===== src/rtl/instruction_fetch_unit.sv =====
// instruction_fetch_unit: MIPS front end, fetches words and hands Instruction/Pc to decode with valid/accept
// Ports: clk/reset (sync, active-high); imem_req/imem_addr/imem_ready/imem_rdata memory side;
// Instruction/Pc/instr_valid/instr_accept decode side; jump/jumpLink/jumpReg/branchatall/bne/zero/imm/addr/reg_target
// redirect inputs; link_addr = Pc+4; instr_count retire counter, built only with FETCH_RETIRE_COUNT_EN (else tied to 0).
module instruction_fetch_unit #(
  parameter logic [31:0] RESET_PC = 32'h00000000
) (
  input  logic        clk,
  input  logic        reset,
  output logic        imem_req,
  output logic [31:0] imem_addr,
  input  logic        imem_ready,
  input  logic [31:0] imem_rdata,
  output logic [31:0] Instruction,
  output logic [31:0] Pc,
  output logic        instr_valid,
  input  logic        instr_accept,
  input  logic        jump,
  input  logic        jumpLink,
  input  logic        jumpReg,
  input  logic        branchatall,
  input  logic        bne,
  input  logic        zero,
  input  logic [15:0] imm,
  input  logic [31:0] addr,
  input  logic [31:0] reg_target,
  output logic [31:0] link_addr,
  output logic [31:0] instr_count
);
  typedef enum logic [1:0] {IDLE = 2'd0, FETCH = 2'd1, HOLD = 2'd2} state_t;
  state_t state_q, state_d;
  logic [31:0] pc_q, pc_d, instr_q, instr_d, seq_pc, next_pc;
  logic taken, retire;
  always_ff @(posedge clk) begin
    if (reset) state_q <= IDLE;
    else state_q <= state_d;
  end
  always_comb begin
    state_d = state_q == IDLE  ? FETCH :
              state_q == FETCH ? (imem_ready ? HOLD : FETCH) :
              state_q == HOLD  ? (instr_accept ? FETCH : HOLD) : IDLE;
  end
  always_comb begin
    imem_req    = state_q == FETCH;
    instr_valid = state_q == HOLD;
  end
  // Redirect inputs only matter on the accept cycle; priority jr > j/jal > branch > sequential.
  always_comb begin
    seq_pc  = pc_q + 32'd4;
    taken   = branchatall & (bne ? ~zero : zero);
    next_pc = jumpReg ? (reg_target & ~32'd3) :
              (jump | jumpLink) ? addr :
              taken ? seq_pc + {{14{imm[15]}}, imm, 2'b00} : seq_pc;
    retire  = instr_valid & instr_accept;
    pc_d    = retire ? next_pc : pc_q;
    instr_d = (imem_req & imem_ready) ? imem_rdata : instr_q;
  end
  always_ff @(posedge clk) begin
    if (reset) begin
      pc_q    <= RESET_PC;
      instr_q <= '0;
    end else begin
      pc_q    <= pc_d;
      instr_q <= instr_d;
    end
  end
  assign Pc          = pc_q;
  assign imem_addr   = pc_q;
  assign Instruction = instr_q;
  assign link_addr   = seq_pc;
`ifdef FETCH_RETIRE_COUNT_EN
  logic [31:0] cnt_q, cnt_d;
  always_comb cnt_d = cnt_q + {31'd0, retire};
  always_ff @(posedge clk) begin
    if (reset) cnt_q <= '0;
    else cnt_q <= cnt_d;
  end
  assign instr_count = cnt_q;
`else
  assign instr_count = 32'h0;
`endif
endmodule


===== config.mk =====
export PLATFORM = sky130hd
export DESIGN_NAME = instruction_fetch_unit
export DESIGN_NICKNAME = d
export VERILOG_FILES = /design/src/rtl/instruction_fetch_unit.sv
export SDC_FILE = /design/constraint.sdc
export NUM_CORES = 1
export LEC_CHECK = 0
export BUFFER_PORTS_ARGS = -buffer_cell sky130_fd_sc_hd__buf_2
export CORE_ASPECT_RATIO = 1.5
export CORE_MARGIN = 1.5
export CORE_UTILIZATION = 48
export DETAILED_ROUTE_END_ITERATION = 6
export HOLD_SLACK_MARGIN = 0.1
export PLACE_DENSITY = 0.88
export SLEW_MARGIN = 0
export SYNTH_ARGS = -nofsm -noshare
export SYNTH_HDL_FRONTEND = slang
export SYNTH_SLANG_ARGS = --single-unit

===== constraint.sdc =====
create_clock -name clk -period 3.9 [get_ports clk]
set_input_delay 0.39 -clock clk [delete_from_list [all_inputs] [get_ports clk]]
set_output_delay 0.39 -clock clk [all_outputs]
set_load 0.01 [all_outputs]

======== After elaboration in Yosys (flattened, before gate mapping) ========
Cells that the tools add are included.
Widths: inputs -> output; s select.
operators by class
  add/subtract/negate cells ............... 2
  multiply operators ...................... 0
  div/mod/pow operators ................... 0
  $lt $le $gt $ge ......................... 0
  equality and inequality tests ........... 2
  shift operators ......................... 0
  mux-type cells .......................... 9
  bitwise logic cells ..................... 5
  reduce and logical (&&, ||, !) cells .... 2
operator list
  kind                   number
  $mux 32                3
  $add 32x3->32 const B  1
  $add 32x32->32         1
  $mux 2                 4
  $and 1x1->1            3
  $eq 2x1->1 const B     1
  $eq 2x2->1 const B     1
  $logic_not 2->1        1
  $mux 1                 2
  $reduce_or 2->1        1
  $not 1->1              1
  $or 1x1->1             1
word-level totals
  register bits after elaboration ......... 66
  bits in latches ......................... 0
  bits in writable memories ............... 0
  memory bits (read-only) ................. 0
  bits of input ports ..................... 122
  output and inout port bits .............. 162
  word-level logic and storage cells ...... 24
  memories kept ........................... 0

======== Depth between registers and ports, before layout ========
Gate-level depths: netlist of run 1.
  depth in word-level cells ............... 6
  gate-level depth with buffers ........... 16
  gate-level depth less buffers ........... 15

======== Worst setup path after synthesis of run 1 ========
No wires, ideal clock.
  path kind ............................... flip-flop to flip-flop
  start ................................... register pc_q[2], in the netlist Pc[2]
  end ..................................... register pc_q[27], in the netlist Pc[27]
  setup time .............................. 0.117 ns
  data arrival time ....................... 3.739 ns
  data required time ...................... 3.783 ns
  path slack .............................. 0.044 ns
  cell stages (with the launch flop) ...... 17
  buffers on the path ..................... 1
  clock period less this slack ............ 3.856 ns
  path through ............................ dfxtp_1 > ha_1 > nand4_1 > nor3_1 > and3_1 > buf_2 > nand2_1 > xnor2_1 > ha_1 > a21o_1 > a21oi_1 > o21bai_1 > a21o_1 > a221oi_1 > xor2_1 > o211ai_1 > a32o_1
on the way
  longest elaborated chain between the ends .. 5
ends and longest elaborated chain
  what                    RTL line  text
  from (decl)             32        logic [31:0] pc_q, pc_d, instr_q, instr_d, seq_pc, next_pc;
  from (signal assigned)  63        pc_q <= pc_d;
  $add 32x3->32           49        seq_pc = pc_q + 32'd4;
  net link_addr[22]       27        output logic [31:0] link_addr,
  $add 32x32->32          53        taken ? seq_pc + {{14{imm[15]}}, imm, 2'b00} : seq_pc;
  $mux 32                 53
  $mux 32                 52        (jump | jumpLink) ? addr :
  $mux 32                 51        next_pc = jumpReg ? (reg_target & ~32'd3) :
The timed path passes the listed nets, and every way through them passes these cells.
A chain may end at the register's enable or synchronous reset.

======== Worst setup path after layout of run 1 ========
  start ................................... register pc_q[3], in the netlist Pc[3]
  end ..................................... register pc_q[31], in the netlist Pc[31]
on the way
  longest elaborated chain between the ends .. 5
ends and longest elaborated chain
  what             RTL line
  $add 32x3->32 *  49
  $add 32x32->32   53
  $mux 32 *        53
  $mux 32 *        52
  $mux 32 *        51
Every way passes the cells marked *; elsewhere a longest branch is shown, timed or not.

==> run_results.csv, run 1 <==
group,metric,value,unit
layout,layout_commonest_cell,"buf_2",
timing,min_period,3.661,ns
synthesis,synthMuxAreaShare,0.6781,%
cts,cts_hold_buf,0,
route,final_antenna_net_count,0,
global_route,grt_pass1_wl,31430,microns
cts,clk_path_buf_depth,2,
timing,fmax,273.1,MHz
timing,setup_viol,0,
timing,finalMaxSlewViolations,0,
synthesis,async_reset_ff_share,0,%
setup_path,crit_required,4.13,ns
route,vias,6790,
setup_path,critPathLaunchType,"flop",
synthesis,synthAdderAreaFrac,7.968,%
synthesis,synth_xor_xnor_area_share,6.823,%
timing,hold_ws,0.2908,ns
synthesis,synth_area,5904,sq um
placement,place_hpwl,15530,microns
layout,final_cell_mix,"buf_2, nand2_1, a21oi_1",
synthesis,ys_ff_latch,66,
global_route,grt_pass1_vias,6283,
cts,clkSinkCount,66,
route,wl,20500,microns
synthesis,ys_types,71,
setup_path,cp_max_fo,7,
synthesis,synth-compound-area-share,24.75,%
placement,gp_congestion,0.9875,
placement,dpl.cell_count,1177,
layout,nets,1195,
synthesis,synth_edf_count,0,
floorplan,ios,284,
layout,area_growth,25.39,%
timing,fin_crit_sh,93.87,%
timing,hold_viol,0,
run,maxCapViolations,0,
route,firstDrtPassIters,5,
synthesis,syn_inst,813,
route,drc_errors,0,
global_route,grt_usage,30.80,%
floorplan,core,12020,sq um
setup_path,worstSetupEndpointType,"flop",
power,power_leakage,3.726,nW
global_route,antenna_found_initial,3,
cts,htree_levels,3,
status,status,"finished clean",
cts,cts_buffers,9,
setup_path,crit_type,"flop to flop",
synthesis,seq_area_frac_synth,22.38,%
layout,stdcell_count,1197,
power,p_per_area,279.7,nW/um^2
cts,cts_tree,"yes",
floorplan,die_x,93.56,microns
floorplan,start_util,49.14,%
power,power,2.071,mW
timing,setup_tns,0,ns
setup_path,arrival,3.89,ns
layout,drive_above_1_share,32.28,%
route,wire_per_inst,17.12,microns
route,post_drt_via_cell_ratio,5.673,
layout,utilization,61.61,%
floorplan,die_h,138.8,microns
floorplan,row_count,49,
cts,clk_latency,0.33,ns
route,drt_iter0_markers,444,
cts,cts.clk_slew.worst_paths,0.06,ns
hold_path,min-delay-path-class,"primary input to flop",
setup_path,ff2ff_setup_slack,0.24,ns
timing,finClkSkew,0.007766,ns
synthesis,avgSynthCellArea,7.263,sq um
synthesis,yosys.area_share.simple,24.31,%
cts,root_buffer,"clkbuf_16",
global_route,grt_max_degree,60,
placement,io_buffers,249,
timing,worstMarginPinSlew,1.176,ns
global_route,grt-ovfl-total,0,
power,max-vdd-ir-drop,253.6,uV
synthesis,ys.flop_type,"dfxtp_1",
timing,rsz0062_at_grt,"false",
synthesis,synth_top_family_by_area,"compound AO/OA/AOI/OAI gates",
timing,relSlewSlack,21.53,%
synthesis,yosys_warnings,0,
floorplan,dieArea,12990,sq um
worst max-delay path: stages, from the launching register on:
cell	delay, ns
dfxtp_1	0.40
ha_2	0.25
nand4_1	0.17
nor3_2	0.19
buf_4	0.18
nand3_1	0.10
xnor2_1	0.16
ha_2	0.42
o21a_1	0.13
o21ai_0	0.10
or3_1	0.43
o21a_1	0.24
nor3_2	0.20
o21ai_1	0.13
a221o_1	0.34
o2bb2ai_1	0.12
path summary, 6_finish.rpt:
path / start / end / depth (start not counted)
worst max-delay path: Pc[3] / Pc[31] / 15
worst min-delay path: imem_rdata[11] / Instruction[11] / 3
worst max register to register: Pc[3] / Pc[31] / 15
worst min register to register: Instruction[18] / Instruction[18] / 2
cells in the mapped netlist, drive strengths merged, types with 3 or more instances:
master	instances	share of area, %
a211oi	20	2.5
xor2	16	2.4
nor4	3	0.32
nand2	124	7.9
ha	36	7.6
nor2	79	5.0
mux2i	4	0.68
o21ai	41	3.5
o21a	5	0.64
and2	5	0.57
dfxtp	66	22
a221oi	3	0.45
a21oi	93	7.9
a221o	3	0.51
a32o	4	0.68
a31o	3	0.45
xnor2	30	4.5
o211ai	7	0.97
inv	12	0.76
buf	69	8.6
o311ai	4	0.59
a311oi	3	0.45
o21bai	6	0.76
nand4	12	1.6
a31oi	3	0.32
clkbuf	39	3.7
or2	4	0.42
o22ai	5	0.53
or3	6	0.64
a21o	16	2.1
nor2b	4	0.42
nand3	21	1.9
and4	4	0.64
nand2b	4	0.42
and3	15	1.6
nor3	20	1.8
sequential cells by signal, indices dropped and copies added, names as in the netlist:
name	count
state_q	2
Instruction	32
Pc	32
power by group:
group / internal, mW / switching (mW) / leakage, nW
Sequential: 0.699 / 0.0183 / 0.536
Combinational: 0.181 / 0.278 / 3.03
Clock: 0.565 / 0.329 / 0.160
layout make-up:
class / instances / area, sq um
clock buffers: 9 / 225.2
diodes: 3 / 7.507
clock inverters: 7 / 100.1
repair buffers: 289 / 1546
inverters: 12 / 45.04
fillers: 1115 / 4613
well taps: 153 / 191.4
flip-flops and latches: 66 / 1321
multi-input cells: 658 / 3966
metrics by stage:
step	cell area [sq um]	worst slack, ns
floorplan	6021	0.04356
global placement	7032	0.2426
detailed placement	7032	0.1632
CTS	7357	0.1357
global route	7401	0.05348
finish	7403	0.2389
per-layer routing:
layer / global-route usage, % / share of wire [%]
met4: 17.20 / 4.5
met3: 5.757 / 9.5
met1: 34.42 / 36
met5: 0 / 0
met2: 53.70 / 50
timing repair:
| action | 4_1_cts | 5_1_grt |
|---|---|---|
| buffers inserted | 0 | 1 |
| resized for setup | 0 | 9 |
| endpoints found under the setup margin | 0 | 7 |
cell families after synthesis:
logic type / after synthesis
mux: 4
flops: 66
xor+xnor: 46
compound gates: 232
fa+ha+maj: 37
other cells: 1
simple gates: 307
buf+inv: 120
No activity file was read; power rests on OpenSTA's default activity.
==> run 2: changes to the inputs <==
- CORE_UTILIZATION: 48 -> 35
- PLACE_DENSITY: 0.88 -> 0.68
==> run 2 against run 1 <==
Clock power rose by 1%. Wire length increased by 3.0%. Register-to-register slack got worse by 0.06 ns. Die area is 36% higher. Power grew 0.68%. Critical path depth is 1 lower. Critical path type unchanged. Critical endpoint is now Pc[26].
==> run_results.csv, run 2 (same netlist as run 1, synthesis figures left out) <==
group,metric,value,unit
floorplan,die_h,162.1,microns
timing,finalMaxSlewViolations,0,
layout,antennaDiodeCount,0,
setup_path,path_cells,"nand3_2 -> nor4b_4 -> buf_4 -> nand4_4 -> xnor2_1 -> ha_1 -> a21o_1 -> a211o_1 -> a2111oi_2 -> buf_4 -> nor2_1 -> xnor2_1 -> nand3_1 -> a32o_1",
layout,drive_above_1_share,32.98,%
timing,rsz0062_at_grt,"true",
floorplan,ios,284,
timing,setup_tns,0,ns
setup_path,rr_worst_depth,14,
placement,place_hpwl,16320,microns
global_route,grt_pass1_wl,31700,microns
setup_path,slowest_delay,0.49,ns
setup_path,crit_type,"flop to flop",
cts,cts_tree,"yes",
global_route,grt_max_degree,44,
cts,cts.clk_slew.worst_paths,0.06,ns
timing,fmax,268.7,MHz
route,drc_errors,0,
status,status,"finished clean",
setup_path,cpMaxStageDelayCell,"dfxtp_1",
setup_path,ff2ff_setup_slack,0.18,ns
cts,cts_buffers,9,
layout,nets,1203,
setup_path,critPathLaunchType,"flop",
global_route,grt_pass1_vias,6255,
route,post_drt_via_cell_ratio,5.305,
setup_path,crit_required,4.12,ns
layout,layout_commonest_cell,"buf_2",
timing,hold_ws,0.2861,ns
setup_path,worstReg2RegEnd,"Pc[26]",
cts,root_buffer,"clkbuf_16",
hold_path,hold_end,"Instruction[7]",
timing,setup_viol,0,
timing,relSlewSlack,20.19,%
cts,clkSinkCount,66,
power,max-vdd-ir-drop,267.8,uV
setup_path,cp_max_fo,8,
route,wire_per_inst,16.77,microns
layout,seqCellArea,1321,sq um
layout,final_cell_mix,"buf_2, nand2_1, a21oi_1",
floorplan,row_count,58,
setup_path,arrival,3.94,ns
global_route,grt_usage,23.17,%
layout,nFillCells,1761,
placement,io_buffers,249,
cts,clk_latency,0.33,ns
power,p_per_area,276.1,nW/um^2
cts,htree_levels,3,
timing,fin_crit_sh,95.41,%
power,power_leakage,3.782,nW
hold_path,min-delay-path-class,"primary input to flop",
floorplan,dieArea,17670,sq um
route,drt_iter0_markers,374,
route,firstDrtPassIters,6,
route,vias,6679,
hold_path,hp-start,"imem_rdata[7]",
layout,utilization,45.45,%
layout,multi_input_area,3991,sq um
route,final_antenna_net_count,0,
setup_path,worstSetupEndpointType,"flop",
floorplan,start_util,35.53,%
layout,area_growth,27.91,%
global_route,antenna_found_initial,0,
hold_path,whs_path_depth,3,
timing,min_period,3.721,ns
floorplan,die_x,109.1,microns
global_route,grt-ovfl-total,0,
cts,cts_hold_buf,0,
timing,hold_viol,0,
route,wl,21110,microns
placement,gp_congestion,0.9316,
run,maxCapViolations,0,
setup_path,reg2reg_from,"Pc[5]",
timing,finClkSkew,0.006213,ns
cts,clk_path_buf_depth,2,
floorplan,core,16620,sq um
timing,worstMarginPinSlew,1.196,ns
==> run 2: cell count changes in the layout (fill, tap and decap cells not counted), sizes merged <==
cell / change
buf: +8
diode: -3
==> run 2: layout make-up <==
| class | instances | share of cell area, % |
|---|---|---|
| timing repair buffer | 297 | 21.27 |
| multi-input combinational | 658 | 52.85 |
| tap | 210 | 3.479 |
| clock inverter | 7 | 1.325 |
| sequential | 66 | 17.50 |
| inverter | 12 | 0.5964 |
| clock buffer | 9 | 2.982 |
==> run 2: repair_timing <==
| action | CTS | global route |
|---|---|---|
| endpoints found under the hold margin | 0 | 0 |
| setup buffers | 0 | 1 |
| resized for setup | 1 | 10 |
| pin swaps | 0 | 1 |
| endpoints found under the setup margin | 1 | 7 |
==> run 2: worst max path at each step <==
stage	slack, ns	endpoint	depth (start not counted)	start
floorplan	0.04	Pc[27]	16	Pc[2]
global placement	0.08	Pc[26]	16	Pc[3]
detailed placement	-0.006	Pc[27]	16	Pc[3]
CTS	0.04	Pc[26]	16	Pc[3]
global route	-0.03	Pc[26]	14	Pc[5]
finish	0.18	Pc[26]	14	Pc[5]
==> run 2: critical path: cells and delay by family (launching register included) <==
kind	cells	cell delay [ns]
simple gates	5	0.86
flops	1	0.49
compound gates	4	1.11
buf+inv	2	0.39
fa+ha+maj	1	0.31
xor+xnor	2	0.45
==> run 2: per-layer routing <==
metal / routed length, microns / global-route usage, %
met2: 10930 / 42.95
met3: 1372 / 3.852
met4: 722 / 9.749
met5: 0 / 0
met1: 8082 / 25.31
==> run 2: power breakdown <==
group          switching (mW)  internal (mW)  leakage [nW]  total [mW]
Sequential             0.0186          0.699         0.536       0.718
Combinational           0.277          0.185          3.09       0.462
Clock                   0.340          0.566         0.160       0.906
Total                   0.636           1.45          3.78        2.09
==> run 2: per-stage QoR <==
stage / instances / total power [mW] / area [sq um] / worst slack [ns]
after detailed placement: 1242 / 1.187 / 7163 / -0.005817
after global routing: 1259 / 2.186 / 7552 / -0.02539
final: 1259 / 2.085 / 7552 / 0.1790
after global placement: 1242 / 1.182 / 7163 / 0.07593
after floorplan: 844 / 1.036 / 6021 / 0.04356
after CTS: 1258 / 2.092 / 7495 / 0.04154
==> run 3: changes to the inputs <==
- PLACE_DENSITY: 0.68 -> unset
- PLACE_DENSITY_LB_ADDON: unset -> 0.1
==> run 3 against run 2 <==
Utilization rose by 0.090 points. Largest power group unchanged. Cell area rose by 0.20%. Final cell count did not move. Largest cell class unchanged.
==> run_results.csv, run 3 (same netlist as run 1, synthesis figures left out) <==
group,metric,value,unit
setup_path,critPathLaunchType,"flop",
cts,cts_buffers,9,
layout,antennaDiodeCount,0,
setup_path,crit_type,"flop to flop",
global_route,grt-ovfl-total,0,
placement,place_area,7178,sq um
timing,worstMarginPinSlew,1.086,ns
global_route,grt_max_degree,60,
hold_path,min-delay-path-class,"primary input to flop",
route,final_antenna_net_count,0,
route,vias,6584,
cts,cts.clk_slew.worst_paths,0.07,ns
layout,area_growth,28.16,%
timing,fmax,272.3,MHz
power,p_comb_share,23.0,%
timing,finalMaxSlewViolations,0,
cts,root_buffer,"clkbuf_16",
power,p_switching,0.6601,mW
layout,layout_commonest_cell,"buf_2",
timing,min_period,3.672,ns
timing,fin_ws,0.2282,ns
global_route,grt_usage,24.43,%
timing,fin_crit_sh,94.15,%
layout,final_cell_mix,"buf_2, nand2_1, a21oi_1",
setup_path,path_cells,"ha_2 -> nand4_1 -> nor3_2 -> buf_4 -> nand3_1 -> xnor2_1 -> ha_2 -> o21a_1 -> o21ai_0 -> or3_4 -> o21a_1 -> nor3_1 -> o21ai_0 -> a221o_1 -> o2bb2ai_1",
placement,place_ws,0.1493,ns
cts,clkSinkCount,66,
route,drt_iter0_markers,355,
setup_path,cp_max_fo,6,
placement,io_buffers,249,
floorplan,ios,284,
power,power_frac_clock,42.1,%
route,post_drt_via_cell_ratio,5.230,
floorplan,start_util,35.53,%
global_route,antenna_found_initial,0,
route,drc_errors,0,
power,power,2.047,mW
layout,drive_above_1_share,33.56,%
power,p_per_area,270.5,nW/um^2
cts,htree_levels,3,
route,wire_per_inst,17.49,microns
cts,clk_latency,0.34,ns
setup_path,worstReg2RegEnd,"Pc[31]",
hold_path,hold_end,"Instruction[5]",
power,swShare,32.25,%
cts,cts_tree,"yes",
timing,setup_tns,0,ns
placement,place_hpwl,16650,microns
setup_path,path_buf_inv,1,
hold_path,hp-start,"imem_rdata[5]",
setup_path,cpMaxStageDelayCell,"or3_4",
setup_path,slowest_delay,0.41,ns
placement,gp_congestion,0.8958,
layout,utilization,45.54,%
power,p_int,1.387,mW
timing,hold_ws,0.2851,ns
power,power_leakage,3.784,nW
power,seqPwrFrac,35.0,%
setup_path,crit_required,4.14,ns
status,status,"finished clean",
setup_path,reg2reg_from,"Pc[2]",
layout,nFillCells,1817,
floorplan,die_x,109.1,microns
timing,hold_viol,0,
timing,finClkSkew,0.008920,ns
timing,setup_viol,0,
setup_path,rr_worst_depth,15,
cts,clk_path_buf_depth,2,
setup_path,arrival,3.91,ns
route,wl,22020,microns
global_route,grt_pass1_vias,6188,
setup_path,worstSetupEndpointType,"flop",
layout,stdcell_count,1259,
floorplan,dieArea,17670,sq um
power,max-vdd-ir-drop,172.5,uV
floorplan,die_h,162.1,microns
timing,relSlewSlack,27.61,%
route,firstDrtPassIters,5,
placement,dpl.cell_count,1242,
run,maxCapViolations,0,
hold_path,whs_path_depth,3,
setup_path,crit_family,"simple AND/OR/NAND/NOR gates",
setup_path,ff2ff_setup_slack,0.23,ns
layout,design_area,7567,sq um
layout,nets,1203,
global_route,grt_pass1_wl,32880,microns
floorplan,row_count,58,
floorplan,core,16620,sq um
==> run 3: layout make-up <==
class	count	area (sq um)	share of cell area [%]
sequential	66	1321	17.46
tap	210	262.8	3.472
multi-input combinational	658	4015	53.06
clock inverter	7	78.83	1.042
timing repair buffer	297	1619	21.40
inverter	12	45.04	0.5952
clock buffer	9	225.2	2.976
==> run 3: worst max path at each step <==
stage                     cells past startpoint  start  endpoint
after detailed placement                     15  Pc[2]    Pc[30]
after floorplan                              16  Pc[2]    Pc[27]
final                                        15  Pc[2]    Pc[31]
after CTS                                    16  Pc[2]    Pc[27]
after global placement                       15  Pc[2]    Pc[31]
after global routing                         16  Pc[2]    Pc[26]
==> run 3: tightest hold or removal path, cell delays in order <==
cell	delay, ns
buf_2	0.09
nand2_1	0.04
a21oi_1	0.05
==> run 3: power by group through the flow <==
| stage | clock (mW) | sequential, mW | combinational (mW) |
|---|---|---|---|
| 2_1_floorplan | 0 | 0.743 | 0.293 |
| 3_3_place_gp | 0 | 0.730 | 0.465 |
| 3_5_place_dp | 0 | 0.731 | 0.466 |
| 4_1_cts | 0.885 | 0.716 | 0.468 |
| 5_1_grt | 0.902 | 0.719 | 0.521 |
| 6_report | 0.861 | 0.716 | 0.470 |
==> run 3: per-layer routing <==
| metal | GRT usage (%) | routed length (microns) |
|---|---|---|
| met5 | 0 | 0 |
| met4 | 9.629 | 554 |
| met3 | 3.050 | 1475 |
| met2 | 43.38 | 11090 |
| met1 | 29.21 | 8896 |
==> run 3: what timing repair did <==
| action | in CTS | in global routing |
|---|---|---|
| gates resized for setup | 0 | 15 |
| hold buffers | 0 | 0 |
| setup endpoints to repair | 0 | 7 |
| buffers inserted | 0 | 1 |
